### config.mk
export PLATFORM = sky130hd
export DESIGN_NAME = dac_spi_master
export DESIGN_NICKNAME = d
export VERILOG_FILES = /design/src/rtl/dac_spi_pkg.sv /design/src/rtl/dac_spi_shifter.sv /design/src/rtl/dac_spi_master.sv
export SDC_FILE = /design/constraint.sdc
export NUM_CORES = 1
export LEC_CHECK = 0
export ABC_AREA = 1
export CORE_MARGIN = 3
export CORE_UTILIZATION = 58
export DETAILED_ROUTE_END_ITERATION = 10
export PLACE_DENSITY = 0.85
export SLEW_MARGIN = 20
export SYNTH_ARGS = -nofsm -noshare
export SYNTH_HDL_FRONTEND = slang
export SYNTH_SLANG_ARGS = --single-unit
### constraint.sdc
create_clock -name clk -period 5 [get_ports clk]
set_input_delay 0.5 -clock clk [delete_from_list [all_inputs] [get_ports clk]]
set_output_delay 0.5 -clock clk [all_outputs]
set_load 0.05 [all_outputs]
### src/rtl/dac_spi_pkg.sv
// Shared types and elaboration helpers for the multi-channel DAC SPI master.
package dac_spi_pkg;

  typedef enum logic [2:0] {IDLE, SETUP, SHIFT, GAP, FIN} state_e;

  function automatic int frame_w(input int ctrlW, input int dataW);
    return ctrlW + dataW;
  endfunction

  function automatic int clog2(input int value);
    int r;
    r = 0;
    while ((1 << r) < value) r = r + 1;
    return r;
  endfunction

endpackage

### src/rtl/dac_spi_shifter.sv
// Serialises one frame: a setup half-period with SCLK high, then one low/high
// SCLK period per bit, with data advancing on the rising edge only.
module dac_spi_shifter import dac_spi_pkg::*; #(
  parameter int FRAME_W = 16,
  parameter int CLK_DIV = 2
) (
  input  logic               clk,
  input  logic               rst_n,
  input  logic               load,
  input  logic [FRAME_W-1:0] word,
  output logic               sclk,
  output logic               sout,
  output logic               frame_done
);

  localparam int DIV_W = clog2(CLK_DIV + 1);
  localparam int BIT_W = clog2(FRAME_W + 1);

  logic               active_q, active_d;
  logic               sclk_q, sclk_d;
  logic [FRAME_W-1:0] sreg_q, sreg_d;
  logic [DIV_W-1:0]   div_q, div_d;
  logic [BIT_W-1:0]   bit_q, bit_d;
  logic               divEnd;

  assign divEnd = (div_q == DIV_W'(CLK_DIV - 1));

  // bit_q counts completed rising edges; the frame ends after the high half
  // that follows the last one.
  always_comb begin
    active_d   = active_q;
    sclk_d     = sclk_q;
    sreg_d     = sreg_q;
    div_d      = div_q;
    bit_d      = bit_q;
    frame_done = 1'b0;
    if (load) begin
      active_d = 1'b1;
      sclk_d   = 1'b1;
      sreg_d   = word;
      div_d    = '0;
      bit_d    = '0;
    end else if (active_q) begin
      if (!divEnd) begin
        div_d = div_q + 1'b1;
      end else begin
        div_d = '0;
        if (sclk_q) begin
          if (bit_q == BIT_W'(FRAME_W)) begin
            frame_done = 1'b1;
            active_d   = 1'b0;
          end else begin
            sclk_d = 1'b0;
          end
        end else begin
          sclk_d = 1'b1;
          bit_d  = bit_q + 1'b1;
          if (bit_q != BIT_W'(FRAME_W - 1)) sreg_d = {sreg_q[FRAME_W-2:0], 1'b0};
        end
      end
    end
  end

  always_ff @(posedge clk) begin
    if (!rst_n) begin
      active_q <= 1'b0;
      sclk_q   <= 1'b1;
      sreg_q   <= '0;
      div_q    <= '0;
      bit_q    <= '0;
    end else begin
      active_q <= active_d;
      sclk_q   <= sclk_d;
      sreg_q   <= sreg_d;
      div_q    <= div_d;
      bit_q    <= bit_d;
    end
  end

  assign sclk = sclk_q;
  assign sout = active_q & sreg_q[FRAME_W-1];

endmodule

### src/rtl/dac_spi_master.sv
// Multi-channel DAC SPI master: latches a sweep request, then sends one framed
// {ctrl,data} word per enabled channel in ascending order.
module dac_spi_master import dac_spi_pkg::*; #(
  parameter int DATA_W   = 8,
  parameter int CTRL_W   = 8,
  parameter int NUM_CH   = 2,
  parameter int CLK_DIV  = 2,
  parameter int SYNC_GAP = 2
) (
  input  logic                     clk,
  input  logic                     rst_n,
  input  logic                     start,
  input  logic [NUM_CH-1:0]        ch_en,
  input  logic [NUM_CH*CTRL_W-1:0] ch_ctrl,
  input  logic [NUM_CH*DATA_W-1:0] ch_data,
  output logic                     busy,
  output logic                     done,
  output logic                     dac_sclk,
  output logic                     dac_sout,
  output logic                     dac_sync
);

  localparam int FRAME_W = frame_w(CTRL_W, DATA_W);
  localparam int CH_W    = (NUM_CH > 1) ? clog2(NUM_CH) : 1;
  localparam int NXT_W   = clog2(NUM_CH + 1);
  localparam int CNT_MAX = (CLK_DIV > SYNC_GAP) ? CLK_DIV : SYNC_GAP;
  localparam int CNT_W   = clog2(CNT_MAX + 1);

  state_e             state_q, state_d;
  logic [CNT_W-1:0]   cnt_q, cnt_d;
  logic [NXT_W-1:0]   nxt_q, nxt_d;
  logic [NUM_CH-1:0]  en_q;
  logic [CTRL_W-1:0]  ctrl_q [NUM_CH];
  logic [DATA_W-1:0]  data_q [NUM_CH];
  logic               accept, load, found, frameDone, shSclk, shSout;
  logic [CH_W-1:0]    sel;
  logic [FRAME_W-1:0] word;

  always_comb begin
    found = 1'b0;
    sel   = '0;
    for (int i = NUM_CH - 1; i >= 0; i--) begin
      if (en_q[i] && (i >= int'(nxt_q))) begin
        found = 1'b1;
        sel   = CH_W'(i);
      end
    end
  end

  assign word = {ctrl_q[sel], data_q[sel]};

  // A start enters GAP for a single cycle so that channel selection always
  // happens in one place, whether at sweep start or between frames.
  always_comb begin
    state_d = state_q;
    cnt_d   = cnt_q;
    nxt_d   = nxt_q;
    accept  = 1'b0;
    load    = 1'b0;
    case (state_q)
      IDLE: begin
        if (start) begin
          accept  = 1'b1;
          state_d = GAP;
          cnt_d   = CNT_W'(SYNC_GAP - 1);
          nxt_d   = '0;
        end
      end
      GAP: begin
        if (cnt_q == CNT_W'(SYNC_GAP - 1)) begin
          if (found) begin
            load    = 1'b1;
            state_d = SETUP;
            cnt_d   = '0;
            nxt_d   = NXT_W'(sel) + 1'b1;
          end else begin
            state_d = FIN;
          end
        end else begin
          cnt_d = cnt_q + 1'b1;
        end
      end
      SETUP: begin
        if (cnt_q == CNT_W'(CLK_DIV - 1)) state_d = SHIFT;
        else cnt_d = cnt_q + 1'b1;
      end
      SHIFT: begin
        if (frameDone) begin
          state_d = GAP;
          cnt_d   = '0;
        end
      end
      FIN:     state_d = IDLE;
      default: state_d = IDLE;
    endcase
  end

  always_ff @(posedge clk) begin
    if (!rst_n) begin
      state_q <= IDLE;
      cnt_q   <= '0;
      nxt_q   <= '0;
      en_q    <= '0;
    end else begin
      state_q <= state_d;
      cnt_q   <= cnt_d;
      nxt_q   <= nxt_d;
      if (accept) en_q <= ch_en;
    end
  end

  always_ff @(posedge clk) begin
    if (accept) begin
      for (int i = 0; i < NUM_CH; i++) begin
        ctrl_q[i] <= ch_ctrl[i*CTRL_W +: CTRL_W];
        data_q[i] <= ch_data[i*DATA_W +: DATA_W];
      end
    end
  end

  dac_spi_shifter #(
    .FRAME_W(FRAME_W),
    .CLK_DIV(CLK_DIV)
  ) u_shifter (
    .clk       (clk),
    .rst_n     (rst_n),
    .load      (load),
    .word      (word),
    .sclk      (shSclk),
    .sout      (shSout),
    .frame_done(frameDone)
  );

  assign busy     = (state_q != IDLE);
  assign done     = (state_q == FIN);
  assign dac_sync = !((state_q == SETUP) || (state_q == SHIFT));
  assign dac_sclk = shSclk;
  assign dac_sout = shSout;

endmodule
==> metrics.md, run 1 <==
| Metric | Value |
|---|---|
| GPL Wtd Cong | `0.881` |
| Vias in the first global route | `2217` |
| M1 GR Usage | `22.4%` |
| H-tree level count | `3` |
| Synth area leaders | `edfxtp_1, dfxtp_1, nand2_1` |
| Ant diodes | `0` |
| Syn Std Cell Area | `0.00284 mm2` |
| Startpoint Class | `register` |
| Row count | `24` |
| Max Cap Violations | `0` |
| Grt ovf | `0` |
| Cts hold-fix bufs | `0` |
| Fin crit share | `47.4%` |
| First-pass GRT wire length | `9240 um` |
| Share of cells above drive strength 1 | `7.12%` |
| Port Buffers | `41` |
| Register area | `0.00164 mm2` |
| WL final | `5270 um` |
| RSZ-0062 raised after global routing | `false` |
| IO Pins | `42` |
| Initial antenna violation count | `0` |
| Synth Area in Adders | `2.20%` |
| Worst setup EP type | `primary output` |
| Synth warn | `0` |
| Final setup vio count | `0` |
| Post-Synth XOR/XNOR Area | `0.308%` |
| Area grow syn2layout | `21.7%` |
| Post-synth EDFFs | `32` |
| GRT Util Overall | `19.7%` |
| Fill cells | `320` |
| Layout Skew | `0.00506 ns` |
| Die Width | `76.0 um` |
| Hold Vio Cnt, Final | `0` |
| Min-Delay Path Class | `reg -> reg` |
| Via/cell ratio | `5.26` |
| Register area share after synthesis | `57.8%` |
| Tightest Pin Transition | `0.693 ns` |
| Nets@finish | `402` |
| TritonCTS clock tree | `yes` |
| Worst-path clk slew | `0.06 ns` |
| Critical path fanouts, max | `7` |
| Top cells by count, synth | `nand2_1, dfxtp_1, edfxtp_1` |
| CTS resizes | `0` |
| Final slew viol count | `0` |
| Die ar. | `0.00577 mm2` |
| Max incr delay on CP | `0.80 ns` |
| Most common flop cell mapped by yosys | `dfxtp_1` |
| Fin cells | `430` |
| Post-Syn Nets | `358` |
| Initial DRC Count | `133` |
| Cell taking the most area after synthesis | `edfxtp_1` |
| Yosys top cell area share | `33.8%` |
| Post-CTS setup buffers | `0` |
| Clk sinks | `66` |
| Synth cell types | `29` |
| Met3 usage | `4.85%` |
| Multiplexer share of the synthesized area | `0%` |
| WL per Instance | `12.3 um` |
| Setup CP Type | `reg -> out` |
| Die height | `76.0 um` |
| Initial Utilization | `62.6%` |
| Met2 usage | `34.3%` |
| GR peak layer | `met2` |
| DRT antenna net count | `0` |
| Pre-Repair DR Iteration Count | `5` |
| Total number of vias | `2260` |
| Gate Count Post-Synth | `316` |
| DRC viols | `0` |
| Worst endpoint required time | `4.50 ns` |
| Asr flop ratio synth | `0%` |
| Compound-Gate Fraction of Synth Area | `9.07%` |
| Peak supply drop | `0.264 mV` |
| Syn Area/Cell | `8.99 um2` |
| Clk_lat worst skew | `0.33 ns` |
| PwrDens | `418 mW/mm2` |
| Max Clock Freq | `0.422 GHz` |
| Bufs on Longest Clock Path | `2` |
| Status | `completed` |
| Period minus WS final | `2.37 ns` |
| Post-synthesis register bit count | `66` |
| TNS Setup | `0 ns` |
| Largest family of logic cells by synthesized area | `simple AND/OR/NAND/NOR gates` |
| Largest net degree at the start of global routing | `36` |
| CP max-delay cell | `clkdlybuf4s50_1` |
| Area occupied by multi-input gates | `0.00103 mm2` |
| Crit path DAT | `1.87 ns` |
| Simple-gate share of the synthesized area | `24.7%` |
| Rel. slew slack | `53.7%` |
| Placed cells | `414` |
| Top-count cell post-synth | `nand2_1` |
| CTS buffer count | `9` |
| Root Buffer | `clkbuf_8` |
| CP cell instances | `inv_1, nor2_1, clkdlybuf4s50_1` |
| DP HPWL | `3610 um` |
| Core area | `0.00453 mm2` |
| Leakage | `1.33 nW` |
-- layout by cell type, fill, tap and decap left out, drive strengths merged --
cell type / count
a21oi: 12
a31oi: 14
buf: 1
clkbuf: 16
clkdlybuf4s50: 41
dfxtp: 34
edfxtp: 32
ha: 5
inv: 29
nand2: 110
nand3: 15
nand3b: 1
nand4: 6
nor2: 22
nor3: 3
o211ai: 1
o21ai: 19
o31ai: 1
or2: 2
xor2: 1
-- cell type report --
class,count,area share (%)
sequential,66,47.5
timing repair buffer,42,12.1
multi-input combinational,212,29.9
tap,65,2.35
inverter,29,3.22
clock buffer,16,4.92
-- through the flow --
step | worst slack [ns] | cell area (um2) | hold slack [ns] | util (%) | total power [W]
after detailed placement | 2.85 | 3290 | 0.460 | 72.5 | 0.00107
after CTS | 2.63 | 3460 | 0.471 | 76.2 | 0.00145
after global placement | 2.90 | 3290 | 0.450 | 72.5 | 0.00105
final | 2.63 | 3460 | 0.470 | 76.2 | 0.00144
after global routing | 2.55 | 3460 | 0.489 | 76.2 | 0.00153
after floorplan | 2.17 | 2840 | 0.439 | - | 0.000959
-- per-layer routing --
| metal | vias up | wire, um |
|---|---|---|
| li1 | 1135 | - |
| met2 | 75 | 2740 |
| met5 | - | 0 |
| met4 | 0 | 80 |
| met1 | 1041 | 2160 |
| met3 | 9 | 287 |
-- state kept, by name, summed over array words and instances (netlist names) --
signal              count
data_q                 16
u_shifter.sreg_q       16
u_shifter.div_q         2
cnt_q                   2
state_q                 3
en_q                    2
u_shifter.active_q      1
u_shifter.bit_q         5
nxt_q                   2
ctrl_q                 16
u_shifter.sclk          1
-- power breakdown --
group | internal [W] | switching [W] | total [W]
Combinational | 0.000125 | 0.000239 | 0.000365
Clock | 0.000209 | 0.000181 | 0.000390
Sequential | 0.000658 | 0.0000312 | 0.000689
Total | 0.000992 | 0.000452 | 0.00144
-- cells by family after synthesis --
logic type                 count (synthesis)
DFF                                       66
AOI/OAI and AO/OA                         47
xor gates and xnor gates                   1
and+or+nand+nor                          159
buffers and inverters                     38
adders and majority gates                  5
-- final timing paths --
| check | start | to | slack, ns | cells past startpoint |
|---|---|---|---|---|
| worst min-delay path | u_shifter.sreg_q[0]$_SDFFE_PN0P_ | u_shifter.sreg_q[0]$_SDFFE_PN0P_ | 0.47 | 2 |
| worst max-delay path | state_q[2]$_SDFFE_PN0P_ | done | 2.63 | 3 |
| worst min register to register | u_shifter.sreg_q[0]$_SDFFE_PN0P_ | u_shifter.sreg_q[0]$_SDFFE_PN0P_ | 0.47 | 2 |
| worst max register to register | u_shifter.bit_q[0]$_SDFFE_PP0P_ | u_shifter.sreg_q[15]$_SDFFE_PN0P_ | 3.17 | 12 |
-- worst max-delay path, delay by kind of cell, from the launching register on --
family,cells,cell delay (ns)
buf+inv,2,0.96
simple gates,1,0.12
flops,1,0.46
Note: power is estimated with default switching activity, not from simulation.
==> run 2, diff against run 1 <==
CORE_UTILIZATION = 53   (was 58)
PLACE_DENSITY = 0.78   (was 0.85)
clock period = 2.4 ns   (was 5 ns; I/O delays follow)
==> run 2 against run 1 <==
  * Global-route usage shrank 0.86 points
  * Cell count grew 1.4%
  * Sequential power grew 110%
  * Sequential cell count is the same
  * Core utilization shrank 7.3 points
  * Clock-buffer cell count shrank 6
  * Cell area grew 2.5%
  * Worst setup slack lost 2.4 ns
==> metrics.md, run 2 (synthesis gave the netlist of run 1 again) <==
| Metric | Value |
|---|---|
| Ant diodes | `0 (unchanged)` |
| TritonCTS clock tree | `yes` |
| Min-Delay Path Class | `in -> reg` |
| Rel. slew slack | `67.0% (+13 points)` |
| Biggest regs | `ctrl_q (16), data_q (16), u_shifter.sreg_q (16)` |
| Port Buffers | `41 (unchanged)` |
| Hold Path End | `ctrl_q[1][1]$_DFFE_PP_` |
| WL final | `5330 um (+1.2%)` |
| Setup CP Type | `reg -> out` |
| TNS Setup | `0 ns (unchanged)` |
| Worst min-delay path startpoint | `ch_ctrl[9]` |
| Max Cap Violations | `0 (unchanged)` |
| WL per Instance | `12.2 um (-0.16%)` |
| Leakage | `1.37 nW (+3.3%)` |
| Die ar. | `0.00627 mm2 (+8.7%)` |
| Hold Vio Cnt, Final | `0 (unchanged)` |
| Fin crit share | `89.5%` |
| Final worst slack | `0.251 ns (-2.38 ns)` |
| Core area | `0.00514 mm2 (+13%)` |
| Period minus WS final | `2.15 ns` |
| Comb pwr share | `23.0% (-2.3 points)` |
| CTS buffer count | `9 (unchanged)` |
| WHS Path Cells | `1 (-1)` |
| FF-to-FF Start | `u_shifter.bit_q[0]$_SDFFE_PP0P_` |
| Max Clock Freq | `0.465 GHz` |
| PwrDens | `935 mW/mm2 (+120%)` |
| Worst setup EP type | `primary output` |
| Fin cells | `436 (+1.4%)` |
| Area grow syn2layout | `24.7%` |
| Final setup vio count | `0 (unchanged)` |
| Initial DRC Count | `115 (-14%)` |
| IO Pins | `42 (unchanged)` |
| DP HPWL | `3680 um (+2.1%)` |
| Crit path DAT | `1.91 ns (+0.04 ns)` |
| Max incr delay on CP | `0.80 ns (about the same)` |
| R2R depth | `12 (unchanged)` |
| Final slew viol count | `0 (unchanged)` |
| Status | `completed` |
| Grt ovf | `0 (unchanged)` |
| Die height | `79.2 um (+4.2%)` |
| H-tree level count | `3 (unchanged)` |
| Vias in the first global route | `2177 (-1.8%)` |
| Tightest Pin Transition | `0.493 ns (-0.200 ns)` |
| Flop pwr share | `43.4% (-4.3 points)` |
| Sw power | `0.000967 W (+110%)` |
| Cts hold-fix bufs | `0 (unchanged)` |
| Worst endpoint required time | `2.16 ns (-2.34 ns)` |
| GRT Util Overall | `18.8% (-0.86 points)` |
| GPL Wtd Cong | `0.899 (+2.0%)` |
| Worst Path Buf+Inv | `2 (unchanged)` |
| CTS resizes | `0 (unchanged)` |
| Clk_lat worst skew | `0.33 ns (about the same)` |
| Pint | `0.00234 W (+140%)` |
| First-pass GRT wire length | `9090 um (-1.6%)` |
| RSZ-0062 raised after global routing | `false` |
| Layout Skew | `0.00916 ns (+0.00410 ns)` |
| Placed cells | `420 (+1.4%)` |
| Commonest cells after routing, fill and taps aside | `nand2_1, clkdlybuf4s50_1, dfxtp_1` |
| Nets@finish | `403 (+0.25%)` |
| Fill cells | `409 (+28%)` |
| Peak supply drop | `0.582 mV (+120%)` |
| Initial antenna violation count | `0 (unchanged)` |
| Post-CTS setup buffers | `0 (unchanged)` |
| Total number of vias | `2229 (-1.4%)` |
| Clk sinks | `66 (unchanged)` |
| Worst slack, placed | `0.624 ns (-2.22 ns)` |
| Startpoint Class | `register` |
| Via/cell ratio | `5.11 (-2.7%)` |
| Bufs on Longest Clock Path | `2 (unchanged)` |
| Switch share | `29.2% (-2.1 points)` |
| Critical path fanouts, max | `7 (unchanged)` |
| Initial Utilization | `55.3% (-7.4 points)` |
| DRT antenna net count | `0 (unchanged)` |
| Crit path from | `state_q[2]$_SDFFE_PN0P_` |
| Largest net degree at the start of global routing | `36 (unchanged)` |
| Commonest non-fill, non-tap cell in the layout | `nand2_1` |
| Clock network fraction of total power | `33.7% (+6.7 points)` |
| Critical path's top delay family | `buffers and inverters` |
| End of the worst register-to-register path | `u_shifter.sreg_q[15]$_SDFFE_PN0P_` |
| Worst-path clk slew | `0.07 ns (about the same)` |
| Die Width | `79.2 um (+4.2%)` |
| Root Buffer | `clkbuf_8` |
| Share of cells above drive strength 1 | `8.47% (+1.3 points)` |
| CP max-delay cell | `clkdlybuf4s50_1` |
| WHS | `0.460 ns (-0.00989 ns)` |
| DRC viols | `0 (unchanged)` |
| Pre-Repair DR Iteration Count | `4 (-1)` |
| R2R Setup Slk | `0.56 ns (-2.61 ns)` |
| CP cell instances | `inv_1, nor2_1, clkdlybuf4s50_1` |
| Row count | `26 (+8.3%)` |
==> run 2: changes by cell type in the layout (fill, tap and decap cells not counted) <==
| cell | change |
|---|---|
| buf_4 | +1 |
| clkinv_1 | +1 |
| clkinv_2 | +2 |
| clkbuf_8 | -1 |
| clkbuf_1 | -5 |
| bufinv_16 | +3 |
==> run 2: how the worst max path moves through the flow <==
stage	end	slack, ns	depth (start not counted)
2_1_floorplan	en_q[0]$_SDFFE_PN0P_	0.16	6
3_3_place_gp	done	0.68	3
3_5_place_dp	u_shifter.sreg_q[15]$_SDFFE_PN0P_	0.62	12
4_1_cts	done	0.24	3
5_1_grt	done	0.13	3
6_report	done	0.25	3
==> run 2: cell type report <==
cell class,instances,area [um2],area share [%]
Inverter,29,111,3.14
Timing Repair Buffer,43,425,12.0
Clock inverter,6,104,2.93
Sequential cell,66,1640,46.4
Multi-Input combinational cell,212,1030,29.2
Tap cell,70,87.6,2.47
Clock buffer,10,138,3.89
==> run 2: through the flow <==
| step | util [%] | total power [W] | area (um2) |
|---|---|---|---|
| finish | 68.9 | 0.00331 | 3540 |
| global route | 68.9 | 0.00352 | 3540 |
| CTS | 68.9 | 0.00335 | 3540 |
| detailed placement | 64.2 | 0.00223 | 3300 |
| global placement | 64.2 | 0.00219 | 3300 |
| floorplan | - | 0.00200 | 2840 |
==> run 2: power groups by stage <==
| stage | clock [W] | sequential [W] | combinational (W) |
|---|---|---|---|
| final | 0.00111 | 0.00144 | 0.000760 |
| after global routing | 0.00120 | 0.00145 | 0.000868 |
| after global placement | 0 | 0.00145 | 0.000738 |
| after floorplan | 0 | 0.00145 | 0.000550 |
| after detailed placement | 0 | 0.00146 | 0.000764 |
| after CTS | 0.00114 | 0.00144 | 0.000769 |
==> run 2: routing by layer <==
layer	global-route usage, %	vias to the layer above	part of all wire (%)
met5	0	-	0
met4	8.76	0	1.8
li1	-	1147	-
met3	6.01	11	4.0
met1	21.6	1021	42
met2	31.9	50	52
